<file path="src/rtl/fetch_stage.sv">
// fetch_stage: instruction fetch with a one-entry skid buffer and a kill state
// for redirects that arrive while a memory request is still outstanding.
//
// Ports:
//   clk, rst            clock; asynchronous active-high reset
//   PCSrc[1:0]          next-PC select: 00 PC+4, 01 PCTarget, 10 ALUResult, 11 as 00
//   PCTarget, ALUResult branch/JAL and JALR targets (bits [1:0] are ignored)
//   StallF, FlushD      hold PC and decode register / invalidate decode register
//   imem_req, imem_addr instruction memory request; imem_addr always equals PCF
//   imem_ready          request accepted, imem_rdata valid in the same cycle
//   imem_rdata          instruction word
//   InstrD, PCD, PCPlus4D, ValidD  decode-stage register
module fetch_stage #(
    parameter logic [31:0] RESET_PC  = 32'h0000_0000,
    parameter logic [31:0] NOP_INSTR = 32'h0000_0013
) (
    input  logic        clk,
    input  logic        rst,
    input  logic [1:0]  PCSrc,
    input  logic [31:0] PCTarget,
    input  logic [31:0] ALUResult,
    input  logic        StallF,
    input  logic        FlushD,
    output logic        imem_req,
    output logic [31:0] imem_addr,
    input  logic        imem_ready,
    input  logic [31:0] imem_rdata,
    output logic [31:0] InstrD,
    output logic [31:0] PCD,
    output logic [31:0] PCPlus4D,
    output logic        ValidD
);

    typedef enum logic [1:0] {StReq, StBuf, StKill} state_e;

    state_e      state_q, state_d;
    logic [31:0] pc_q, pc_d;
    logic [31:0] skid_q, skid_d;
    logic [31:0] tgt_q, tgt_d;
    logic [31:0] instr_q, instr_d;
    logic [31:0] pcd_q, pcd_d;
    logic [31:0] pcp4_q, pcp4_d;
    logic        valid_q, valid_d;

    logic        redirect;
    logic [31:0] target;
    logic [31:0] pc_plus4;
    logic        deliver;
    logic [31:0] deliver_word;

    assign redirect = (PCSrc == 2'b01) || (PCSrc == 2'b10);
    assign target   = (PCSrc == 2'b10) ? {ALUResult[31:2], 2'b00} : {PCTarget[31:2], 2'b00};
    assign pc_plus4 = pc_q + 32'd4;

    // Reset gates the request combinationally so nothing is issued while rst is high.
    assign imem_req  = !rst && (state_q != StBuf);
    assign imem_addr = pc_q;

    // Fetch control: PC, skid buffer and saved redirect target.
    always_comb begin
        state_d      = state_q;
        pc_d         = pc_q;
        skid_d       = skid_q;
        tgt_d        = tgt_q;
        deliver      = 1'b0;
        deliver_word = imem_rdata;
        unique case (state_q)
            StReq: begin
                if (imem_ready) begin
                    if (redirect) begin
                        pc_d = target;
                    end else if (!StallF) begin
                        deliver = 1'b1;
                        pc_d    = pc_plus4;
                    end else begin
                        skid_d  = imem_rdata;
                        state_d = StBuf;
                    end
                end else if (redirect) begin
                    // Request cannot be withdrawn; remember where to go once it returns.
                    tgt_d   = target;
                    state_d = StKill;
                end
            end
            StBuf: begin
                if (redirect) begin
                    pc_d    = target;
                    state_d = StReq;
                end else if (!StallF) begin
                    deliver      = 1'b1;
                    deliver_word = skid_q;
                    pc_d         = pc_plus4;
                    state_d      = StReq;
                end
            end
            StKill: begin
                if (imem_ready) begin
                    pc_d    = redirect ? target : tgt_q;
                    state_d = StReq;
                end else if (redirect) begin
                    tgt_d = target;
                end
            end
            default: state_d = StReq;
        endcase
    end

    // Decode register: flush beats stall beats delivery; otherwise insert a bubble.
    always_comb begin
        valid_d = valid_q;
        instr_d = instr_q;
        pcd_d   = pcd_q;
        pcp4_d  = pcp4_q;
        if (FlushD) begin
            valid_d = 1'b0;
            instr_d = NOP_INSTR;
            pcd_d   = 32'd0;
            pcp4_d  = 32'd0;
        end else if (StallF) begin
            valid_d = valid_q;
        end else if (deliver) begin
            valid_d = 1'b1;
            instr_d = deliver_word;
            pcd_d   = pc_q;
            pcp4_d  = pc_plus4;
        end else begin
            valid_d = 1'b0;
            instr_d = NOP_INSTR;
        end
    end

    always_ff @(posedge clk or posedge rst) begin
        if (rst) begin
            state_q <= StReq;
            pc_q    <= RESET_PC;
            skid_q  <= 32'd0;
            tgt_q   <= 32'd0;
            valid_q <= 1'b0;
            instr_q <= NOP_INSTR;
            pcd_q   <= 32'd0;
            pcp4_q  <= 32'd0;
        end else begin
            state_q <= state_d;
            pc_q    <= pc_d;
            skid_q  <= skid_d;
            tgt_q   <= tgt_d;
            valid_q <= valid_d;
            instr_q <= instr_d;
            pcd_q   <= pcd_d;
            pcp4_q  <= pcp4_d;
        end
    end

    assign InstrD   = instr_q;
    assign PCD      = pcd_q;
    assign PCPlus4D = pcp4_q;
    assign ValidD   = valid_q;

endmodule

</file>
<file path="config.mk">
export PLATFORM = sky130hd
export DESIGN_NAME = fetch_stage
export DESIGN_NICKNAME = d
export VERILOG_FILES = /design/src/rtl/fetch_stage.sv
export SDC_FILE = /design/constraint.sdc
export NUM_CORES = 1
export LEC_CHECK = 0
export CAP_MARGIN = 30
export CORE_MARGIN = 3
export CORE_UTILIZATION = 35
export DETAILED_ROUTE_END_ITERATION = 8
export HOLD_SLACK_MARGIN = 0.08
export PLACE_DENSITY = 0.71
export SLEW_MARGIN = 30
export SYNTH_ARGS = -nofsm -noshare
export SYNTH_HDL_FRONTEND = slang
export SYNTH_SLANG_ARGS = --single-unit
export TNS_END_PERCENT = 1
</file>
<file path="constraint.sdc">
create_clock -name clk -period 9.43 [get_ports clk]
set_clock_uncertainty 0.15 [all_clocks]
set_input_delay 2.3575 -clock clk [delete_from_list [all_inputs] [get_ports clk]]
set_output_delay 2.3575 -clock clk [all_outputs]
set_load 0.005 [all_outputs]
</file>
# Yosys cells after proc, flatten, opt, wreduce, memory -nomap -nowiden

Cells that the tools add are included.

Register bits: 195
Input bits: 103
Output and inout port bits: 130
Word-level logic and storage cells: 68

Add/sub/neg operators: 1
Eq/ne operators: 12
Multiplexer cells: 33
Bitwise logic cells: 2
Reductions and logical operators: 12

Operators by type and width:

| kind                                                             | number |
|---|---|
| 32-bit two-way mux                                               | 17 |
| 32-bit one-hot mux with 3 select lines                           | 1 |
| 32-bit by 3-bit adder with 32-bit output (second input constant) | 1 |
| 2-bit two-way mux                                                | 7 |
| 3-bit != test (second input constant)                            | 4 |
| 1-bit two-way mux                                                | 6 |
| 2-bit one-hot mux with 3 select lines                            | 1 |
| 5-bit AND reduction                                              | 1 |
| 2-bit by 1-bit == test with 1-bit output (second input constant) | 2 |
| 2-bit == test (second input constant)                            | 2 |
| 2-bit by 1-bit != test with 1-bit output (second input constant) | 2 |
| 2-bit != test (second input constant)                            | 2 |
| 2-bit AND reduction                                              | 2 |
| 4-bit AND reduction                                              | 1 |
| 3-bit AND reduction                                              | 1 |
| 3-bit nonzero test                                               | 1 |
| 2-bit logical NOT                                                | 1 |
| 1-bit NOT                                                        | 2 |
| 1-bit one-hot mux with 2 select lines                            | 1 |
| 2-bit nonzero test                                               | 1 |
| 2-bit OR reduction                                               | 1 |
| 1-bit logical AND                                                | 1 |
| 1-bit logical NOT                                                | 1 |
| 1-bit logical OR                                                 | 1 |

# Logic depth before layout (Yosys ltp)

Gate-level depths: netlist of run 1.

Depth in word-level cells: 8
Gate-level depth with buffers: 10
Depth with buffers taken out: 7

# Least setup slack after synthesis of run 1

No wires, ideal clock.

Path type: in2out
From: input port rst
To: output port imem_req
Arrival: 2.486 ns
Data required time: 6.923 ns
Path slack: 4.437 ns
Stages: 1
Buffers on the path: 0
Cells stage by stage: a21oi_1

Cells in the longest elaborated chain, start to end: 2

RTL lines:

| what                        | line | source |
|---|---|---|
| start, declared             | 18   | `input logic rst,` |
| 1-bit logical NOT (no line) | -    |  |
| 1-bit logical AND           | 56   | `assign imem_req = !rst && (state_q != StBuf);` |
| end, declared               | 24   | `output logic imem_req,` |

No other way between the ends.

# Final worst setup path of run 1

Ends and elaborated chain as after synthesis.

==> summary.txt, run 1 <==
Critical path
  – Critical Path Sink Type: primary output
  – Worst-path maximum fanout: 2
  – CP Launch Type: input pin
  – CP arrival: 3.64 ns
  – Data required time of the worst path: 6.92 ns
  – Critical path type: in2out

Run
  – Max-cap violations: 0

Die
  – Die Y-Extent: between 150 and 200 um
  – Initial Util: 0.360
  – Row cnt: 58
  – I/O pins: 233
  – Die W: 168 um
  – Die ar.: between 0.02 and 0.03 mm^2
  – Core area: 0.0255 mm^2

Synth
  – Post-synth cell types: between 40 and 50
  – Avg Synthesized Cell Area: 9.99 um^2
  – Top FF cell, synth: dfrtp_1
  – Post-synth net total: 1024
  – Register area share after synthesis: 0.527
  – Top-count cell post-synth: dfrtp_1
  – Yosys top cell area share: 0.518
  – Synth Register Bits: 193
  – Syn. warnings: 0
  – Top cells by count, synth: dfrtp_1 (190), nand2_1 (139), o21ai_0 (84)
  – Post-synth ARST share: 1.00
  – Mapped Area: 0.00918 mm^2
  – Syn Inst Count: 919
  – Cell accounting for the most synthesized area: dfrtp_1
  – Post-synth EDFFs: 0
  – Area contributors post-synth: dfrtp_1 (52%), mux2i_1 (7.7%), nand2_1 (5.7%)

Clock network
  – Worst-path clk slew: 0.08 ns
  – Worst-skew pair later-pin latency: 0.43 ns
  – CTS H-tree lvls: 4
  – Post-CTS sizing: 0
  – Cts hold-fix bufs: 0
  – Setup Buffers After CTS: 0
  – Sink Count: 193
  – CTS Buf Count: 17
  – CTS root buf: clkbuf_16
  – CTS tree: done
  – Max clock buf depth: 2

STA
  – Tcrit/Tclk final: 0.652
  – RSZ-0062 raised after global routing: false
  – Post-route setup TNS: 0 ns
  – Final setup fails: 0
  – Slew Limit Fails: 0
  – Peak Freq: 163 MHz
  – Period minus WS final: 6.14 ns
  – Slew @ Worst Pin: 0.972 ns
  – Slew margin rel.: 0.346
  – Final hold viol count: 0

Power and ir drop
  – Clock power frac: 0.303
  – Pwr Density: 192 mW/mm^2
  – Peak VDD IR: 0.104 mV
  – Internal power: approximately 1.6 mW
  – Sequential power share: 0.473
  – LEAKAGE: ~5.1 nW
  – Combinational Power Share: 0.223
  – Switching Fraction: 0.321
  – Psw: 755 uW

Finish
  – Non-Filler Instances: 1446
  – Antenna cell count: 0
  – Nets: 1208
  – Layout cells sized above 1: 0.0896
  – Area grow syn2layout: 33.7%
  – Fillers: 2361

Detailed routing
  – Via count: 7593
  – Routed Wire Length: 26400 um
  – DR WL/cell: 18.2 um
  – Drt first pass iters: 5
  – Post-DR vias/cell: 5.25
  – Iteration-0 DRC count of the detailed router: 697
  – Final ANT Viol Nets: 0
  – Post-route DRC violation count: 0

Placement
  – RePlAce Congestion: approximately 0.85
  – DP HPWL: 18400 um
  – Placed Cells: roughly 1400
  – Port bufs: 228

GRT
  – Vias in the first global route: 7232
  – Largest net degree at the start of global routing: 135
  – Total grt overflow: 0
  – Global-route wire length before repair: between 40000 and 50000 um
  – Antenna violations before repair: 0
  – GRT Total Usage: 0.185

Hold path
  – Worst hold path type: reg2reg

Run status
  – Status: finished clean
==> placed cells by master (no fill, tap or decap), types with 9 or more instances in the layout <==
master           count
clkdlybuf4s50_1    227
dfrtp_1            190
nand2_1            137
o21ai_0             84
nor2_1              81
mux2i_1             71
a21oi_1             53
mux2_2              33
a211oi_1            31
o2bb2ai_1           22
xnor2_1             20
clkbuf_16           17
nand3_1             16
nor3_1              10
inv_1                9
nand4_1              9
buf_4                9
==> area by class of cell <==
cell class              instances  area, um^2  area share
clock buffers                  17         425      0.0347
clock inverters                15         158      0.0129
inverters                      10        50.0     0.00408
multi-input cells             644        4040       0.330
flip-flops and latches        193        4830       0.394
well taps                     330         413      0.0337
repair buffers                237        2340       0.191
==> path summary, 6_finish.rpt <==
kind,from,to,depth (start not counted),slack (ns)
max in group asynchronous,rst,skid_q[0],3,5.49
hold / removal,ValidD,ValidD,2,0.33
min in group asynchronous,rst,InstrD[31],2,2.31
hold reg to reg,ValidD,ValidD,2,0.33
setup reg to reg,imem_addr[2],PCPlus4D[30],6,6.46
setup / recovery,rst,imem_req,3,3.29
==> sequential cells by signal (all words and copies together) (netlist names) <==
| signal | count |
|---|---|
| InstrD | 32 |
| PCD | 32 |
| PCPlus4D | 30 |
| ValidD | 1 |
| imem_addr | 32 |
| skid_q | 32 |
| state_q | 2 |
| tgt_q | 32 |
==> power groups by stage <==
stage               registers [mW]  clock network, mW  logic, mW
finish                        1.11              0.715      0.526
CTS                           1.11              0.728      0.532
global route                  1.13              0.766      0.579
global placement              1.12                  0      0.517
detailed placement            1.13                  0      0.529
floorplan                     1.07                  0      0.310
==> stage by stage <==
stage | total power [mW] | utilization | hold WS (ns) | instance area, um^2 | setup WS, ns
after global placement | 1.63 | 0.458 | 0.312 | 11700 | 3.16
final | 2.35 | 0.482 | 0.331 | 12300 | 3.29
after floorplan | 1.38 | - | 0.299 | 9180 | 1.67
after detailed placement | 1.65 | 0.458 | 0.313 | 11700 | 3.34
after CTS | 2.37 | 0.481 | 0.332 | 12300 | 3.33
after global routing | 2.48 | 0.482 | 0.357 | 12300 | 3.25
==> logic make-up (layout without fill, tap and decap cells) <==
kind of cell               Yosys count  in the layout  synth area share
DFF                                193            193             0.527
muxes                              104            104             0.118
xor gates and xnor gates            28             28            0.0267
AOI/OAI and AO/OA                  218            218             0.147
adders and majority gates            2              2           0.00273
buffers and inverters               82            279            0.0359
and+or+nand+nor                    292            292             0.143
==> metal layers <==
metal	part of all wire	global-route usage	routed length, um	vias to the layer above
met1	0.45	0.268	11900	3715
met3	0.054	0.0284	1410	30
li1	-	-	-	3598
met2	0.48	0.288	12500	250
met4	0.022	0.0548	576	0
met5	0	0	0	-
==> critical path: stages <==
cell             delay (ns)
clkdlybuf4s50_1        0.52
a21oi_1                0.21
clkdlybuf4s50_1        0.55
(Power assumes the default switching activity.)
==> inputs of run 2 (changes only) <==
Clock period 9.43 ns to 6.02 ns, I/O delays scaled along.
==> run 2 against run 1 <==
Non-clock buffer count is 3 higher; global-route usage hardly changed; clock power is 57% higher; combinational power is 57% higher; highest routed layer unchanged; die area stayed put; via count is 0.91% lower; sequential power is 57% higher; critical endpoint unchanged; worst setup slack worse by 1.6 ns.
==> summary.txt, run 2 (synthesis gave the netlist of run 1 again) <==
Run status
  – Status: finished clean

Clock network
  – CTS H-tree lvls: 4 (unchanged)
  – Post-CTS sizing: 0 (unchanged)
  – Worst-path clk slew: 0.08 ns (about the same)
  – Max clock buf depth: 2 (unchanged)
  – Worst-skew pair later-pin latency: 0.43 ns (about the same)
  – CTS root buf: clkbuf_16
  – CTS tree: done
  – Setup Buffers After CTS: 0 (unchanged)
  – Sink Count: 193 (unchanged)
  – CTS Buf Count: 17 (unchanged)
  – Cts hold-fix bufs: 0 (unchanged)

Critical path
  – CP arrival: 2.70 ns (-0.94 ns)
  – Worst-path maximum fanout: 2 (unchanged)
  – R2R depth: 6 (unchanged)
  – Reg-to-reg critical path startpoint: imem_addr[2]
  – CP Launch Type: input pin
  – R2R Setup Slk: 2.97 ns (-3.49 ns)
  – Data required time of the worst path: 4.37 ns (-2.55 ns)
  – Critical path type: in2out
  – Reg2Reg Capture Point: PCPlus4D[30]
  – Critical Path Sink Type: primary output

Die
  – Die W: 168 um (unchanged)
  – I/O pins: 233 (unchanged)
  – Initial Util: 0.360 (unchanged)
  – Row cnt: 58 (unchanged)
  – Core area: 0.0255 mm^2 (unchanged)
  – Die Y-Extent: 168 um (unchanged)
  – Die ar.: 0.0282 mm^2 (unchanged)

Hold path
  – Hold depth: 2 (unchanged)
  – Worst Hold End: InstrD[30]
  – Worst hold path type: reg2reg
  – Hold Startpoint: InstrD[30]

Power and ir drop
  – Combinational Power Share: 0.225 (+0.002)
  – Pwr Density: 300 mW/mm^2 (+56%)
  – Clock power frac: 0.304 (about the same)
  – Internal power: 2.51 mW (+57%)
  – Psw: 1.18 mW (+56%)
  – Sequential power share: 0.472 (about the same)
  – Peak VDD IR: 0.182 mV (+75%)
  – LEAKAGE: 5.10 nW (+0.25%)
  – Switching Fraction: 0.320 (-0.000351)

Detailed routing
  – DR WL/cell: 17.9 um (-1.8%)
  – Routed Wire Length: 26000 um (-1.5%)
  – Via count: 7524 (-0.91%)
  – Final ANT Viol Nets: 0 (unchanged)
  – Post-DR vias/cell: 5.19 (-1.2%)
  – Drt first pass iters: 6 (+1)
  – Post-route DRC violation count: 0 (unchanged)
  – Iteration-0 DRC count of the detailed router: 642 (-7.9%)

Finish
  – Final core occ: 0.483 (+0.00167)
  – Most frequent cells in the layout: clkdlybuf4s50_1 (227), dfrtp_1 (190), nand2_1 (138)
  – Reg area: 0.00483 mm^2 (unchanged)
  – Area grow syn2layout: 34.1%
  – Fillers: 2321 (-1.7%)
  – Commonest non-fill, non-tap cell in the layout: clkdlybuf4s50_1
  – Nets: 1211 (+0.25%)
  – Multi-input gate area: 0.00404 mm^2 (about the same)
  – Layout cells sized above 1: 0.0912 (+0.00155)
  – Design area: 0.0123 mm^2 (+0.35%)

STA
  – Tcrit/Tclk final: 0.723
  – Slew Limit Fails: 0 (unchanged)
  – Post-route setup TNS: 0 ns (unchanged)
  – Slew margin rel.: 0.343 (-0.00330)
  – Final setup fails: 0 (unchanged)
  – Period minus WS final: roughly 4.4 ns
  – Slew @ Worst Pin: 0.977 ns (+0.00490 ns)
  – Final hold viol count: 0 (unchanged)
  – Peak Freq: 230 MHz
  – RSZ-0062 raised after global routing: false

GRT
  – Antenna violations before repair: 1 (+1)
  – Total grt overflow: 0 (unchanged)
  – Global-route wire length before repair: 41700 um (about the same)
  – Largest net degree at the start of global routing: 91 (-33%)
  – GRT Total Usage: 0.184 (-0.000332)
  – Vias in the first global route: 7348 (+1.6%)

Placement
  – DP HPWL: 18500 um (+0.46%)
  – Placed Area: 0.0117 mm^2 (+0.35%)
  – Port bufs: 228 (unchanged)
  – RePlAce Congestion: 0.858 (+0.65%)

Run
  – Max-cap violations: 0 (unchanged)
## run 2: changes by cell type in the layout (fill, tap and decap cells not counted), sizes merged
cell,delta
buf,+3
clkinv,+2
clkinvlp,+2
diode,+1
inv,-4
## run 2: final cells by class
cell class | count | share of cell area
Antenna cell | 1 | 0.000203
Clock inverter | 15 | 0.0131
Tap cell | 330 | 0.0335
Inverter | 10 | 0.00335
Timing Repair Buffer | 240 | 0.194
Multi-Input combinational cell | 644 | 0.328
Clock buffer | 17 | 0.0346
Sequential cell | 193 | 0.393
## run 2: how the worst max path moves through the flow
stage               depth (start not counted)          to  slack [ns]  startpoint
floorplan                                   1  InstrD[10]        1.88         rst
global placement                            3    imem_req        1.71         rst
detailed placement                          3    imem_req        1.68         rst
CTS                                         3    imem_req        1.67         rst
global route                                3    imem_req        1.66         rst
finish                                      3    imem_req        1.67         rst
## run 2: layer usage
| layer | part of all wire | routed length [um] | global-route usage | up-vias |
|---|---|---|---|---|
| li1 | - | - | - | 3621 |
| met4 | 0.026 | 679 | 0.0608 | 0 |
| met2 | 0.47 | 12200 | 0.288 | 230 |
| met3 | 0.055 | 1420 | 0.0364 | 36 |
| met5 | 0 | 0 | 0 | - |
| met1 | 0.45 | 11600 | 0.259 | 3637 |
## run 2: power groups by stage
stage	combinational, mW	sequential (mW)	clock [mW]
finish	0.828	1.74	1.12
global placement	0.817	1.75	0
CTS	0.838	1.73	1.15
detailed placement	0.835	1.76	0
floorplan	0.485	1.67	0
global route	0.914	1.77	1.20
## run 2: metrics by stage
stage	hold slack, ns	worst slack (ns)	cells	power [mW]
floorplan	0.299	1.88	919	2.16
global placement	0.312	1.71	1417	2.56
detailed placement	0.319	1.68	1417	2.60
CTS	0.338	1.67	1449	3.72
global route	0.364	1.66	1450	3.89
finish	0.330	1.67	1450	3.69
## run 2: worst max-delay path, stage by stage
cell	delay (ns)
clkdlybuf4s50_1	0.47
a21oi_1	0.17
clkdlybuf4s50_1	0.55
==> inputs of run 3 (changes only) <==
Settings changed: PLACE_DENSITY 0.71 to 0.74.
Clock period 6.02 ns to 4 ns, I/O delays scaled along.
==> run 3 against run 2 <==
Final cell count increased by 0.83%; clock power grew 50%; die area did not move; via count increased by 1.4%; worst setup slack worse by 1.0 ns; sequential share of layout area fell by 0.59 points; core utilization grew 0.73 points; combinational power is 53% higher; non-clock buffer count increased by 13; global-route usage shrank 0.059 points; count of clock-buffer cells in the layout did not move; first-iteration DRC count is 4.5% higher; highest routed layer unchanged.
==> summary.txt, run 3 (synthesis gave the netlist of run 1 again) <==
Detailed routing
  – Via count: 7633 (+1.4%)
  – Met3 wire len: 1180 um (-17%)
  – Top Layer Used: met4
  – Routed Wire Length: 26400 um (+1.4%)
  – DR WL/cell: 18.0 um (+0.58%)
  – Post-DR vias/cell: 5.22 (+0.62%)
  – Metal1 wirelength: 11900 um (+1.9%)
  – Final ANT Viol Nets: 0 (unchanged)
  – Drt first pass iters: 7 (+1)
  – Iteration-0 DRC count of the detailed router: 671 (+4.5%)
  – Post-route DRC violation count: 0 (unchanged)
  – Met2 wire len: 12500 um (+2.1%)

Critical path
  – CP max stage cell: clkdlybuf4s50_1
  – Reg-to-reg critical path startpoint: imem_addr[2]
  – Data required time of the worst path: 2.85 ns (-1.52 ns)
  – R2R depth: 6 (unchanged)
  – CP Cell Sequence: clkdlybuf4s50_1, a21oi_1, clkdlybuf4s50_1
  – Reg2Reg Capture Point: PCPlus4D[26]
  – Critical path type: in2out
  – Worst-path maximum fanout: 2 (unchanged)
  – CP Launch Type: input pin
  – Cell mode on critical path: clkdlybuf4s50_1
  – R2R Setup Slk: 1.09 ns (-1.88 ns)
  – Critical Path Sink Type: primary output
  – CP peak stage delay: 0.57 ns (+0.02 ns)
  – CP arrival: 2.21 ns (-0.49 ns)

STA
  – Slew Limit Fails: 0 (unchanged)
  – Peak Freq: around 300 MHz
  – Slew @ Worst Pin: 0.916 ns (-0.0606 ns)
  – RSZ-0062 raised after global routing: false
  – Final hold viol count: 0 (unchanged)
  – Period minus WS final: 3.36 ns
  – Tcrit/Tclk final: 0.841
  – Slew margin rel.: 0.383 (+0.0408)
  – Post-route setup TNS: 0 ns (unchanged)
  – Final setup fails: 0 (unchanged)

Power and ir drop
  – Sequential power share: 0.470 (-0.002)
  – LEAKAGE: 5.20 nW (+1.8%)
  – Internal power: 3.79 mW (+51%)
  – Switching Fraction: 0.319 (-0.00117)
  – Peak VDD IR: 0.297 mV (+63%)
  – Clock power frac: 0.302 (-0.002)
  – Pwr Density: 446 mW/mm^2 (+49%)
  – Psw: 1.78 mW (+50%)
  – Total chip power: 5.57 mW (+51%)
  – Combinational Power Share: 0.229 (+0.004)

Finish
  – Fillers: 2293 (-1.2%)
  – Reg area: 0.00483 mm^2 (unchanged)
  – Antenna cell count: 0 (-1)
  – Layout cells sized above 1: 0.0998 (+0.00867)
  – Multi-input gate area: 0.00403 mm^2 (-0.22%)
  – Design area: 0.0125 mm^2 (+1.5%)
  – Area grow syn2layout: 36.2%
  – Nets: 1224 (+1.1%)
  – Non-Filler Instances: 1462 (+0.83%)
  – Commonest non-fill, non-tap cell in the layout: clkdlybuf4s50_1
  – Most frequent cells in the layout: clkdlybuf4s50_1 (227), dfrtp_1 (190), nand2_1 (138)

GRT
  – Vias in the first global route: 7385 (+0.50%)
  – Largest net degree at the start of global routing: 52 (-43%)
  – Total grt overflow: 0 (unchanged)
  – Global-route wire length before repair: 41400 um (-0.71%)
  – Antenna violations before repair: 0 (-1)
  – GRT Total Usage: 0.184 (-0.000586)

Placement
  – Port bufs: 228 (unchanged)
  – RePlAce Congestion: 0.849 (-1.1%)
  – Placed Cells: 1429 (+0.85%)
  – DP HPWL: 19100 um (+3.6%)
  – Placed Area: 0.0119 mm^2 (+1.4%)

Clock network
  – CTS Buf Count: 17 (unchanged)
  – Worst-skew pair later-pin latency: 0.43 ns (about the same)
  – Sink Count: 193 (unchanged)
  – Cts hold-fix bufs: 0 (unchanged)
  – Worst-path clk slew: 0.07 ns (about the same)
  – Post-CTS sizing: 0 (unchanged)
  – CTS H-tree lvls: 4 (unchanged)
  – CTS tree: done
  – Setup Buffers After CTS: 0 (unchanged)
  – CTS root buf: clkbuf_16
  – Max clock buf depth: 2 (unchanged)

Hold path
  – Hold Startpoint: tgt_q[22]
  – Worst hold path type: reg2reg
  – Hold depth: 2 (unchanged)
  – Worst Hold End: tgt_q[22]

Run status
  – Status: finished clean

Run
  – Max-cap violations: 0 (unchanged)

Die
  – Die ar.: 0.0282 mm^2 (unchanged)
  – Core area: 0.0255 mm^2 (unchanged)
  – I/O pins: 233 (unchanged)
  – Initial Util: 0.360 (unchanged)
  – Die W: 168 um (unchanged)
  – Die Y-Extent: 168 um (unchanged)
  – Row cnt: 58 (unchanged)
-- run 3: cell count changes in the layout (fill, tap and decap cells not counted), sizes merged --
cell | previous run | this run
buf | 13 | 26
clkinvlp | 3 | 1
diode | 1 | 0
inv | 16 | 18
-- run 3: power groups by stage --
stage	Clock (mW)	Combinational, mW	Sequential [mW]
floorplan	0	0.730	2.51
global placement	0	1.24	2.63
detailed placement	0	1.28	2.65
CTS	1.72	1.28	2.61
global route	1.80	1.39	2.67
finish	1.68	1.27	2.62
-- run 3: final cells by class --
type                       count  share of cell area
clock inverter                15              0.0129
timing repair buffer         253               0.207
multi-input combinational    644               0.323
clock buffer                  17              0.0340
inverter                      10             0.00330
sequential                   193               0.387
tap                          330              0.0330
-- run 3: layer usage --
| layer | global-route usage | vias to the layer above |
|---|---|---|
| met3 | 0.0326 | 39 |
| met5 | 0 | - |
| met4 | 0.0672 | 0 |
| met1 | 0.254 | 3728 |
| li1 | - | 3635 |
| met2 | 0.291 | 231 |
-- run 3: through the flow --
| stage | worst slack, ns | utilization | hold slack (ns) |
|---|---|---|---|
| 2_1_floorplan | 0.362 | - | 0.299 |
| 3_3_place_gp | 0.576 | 0.467 | 0.312 |
| 3_5_place_dp | 0.533 | 0.467 | 0.321 |
| 4_1_cts | 0.624 | 0.490 | 0.337 |
| 5_1_grt | 0.622 | 0.491 | 0.356 |
| 6_report | 0.635 | 0.491 | 0.333 |
-- run 3: critical path, delay by kind of cell --
kind / cells / cell delay [ns]
buffers and inverters: 2 / 1.03
AO/OA/AOI/OAI: 1 / 0.18
-- run 3: how the worst max path moves through the flow --
| stage | start | endpoint | slack (ns) | cells past startpoint |
|---|---|---|---|---|
| 2_1_floorplan | rst | InstrD[10] | 0.36 | 1 |
| 6_report | rst | imem_req | 0.64 | 3 |
| 3_5_place_dp | PCSrc[0] | skid_q[5] | 0.53 | 8 |
| 5_1_grt | rst | imem_req | 0.62 | 3 |
| 4_1_cts | rst | imem_req | 0.62 | 3 |
| 3_3_place_gp | PCSrc[0] | skid_q[14] | 0.58 | 8 |
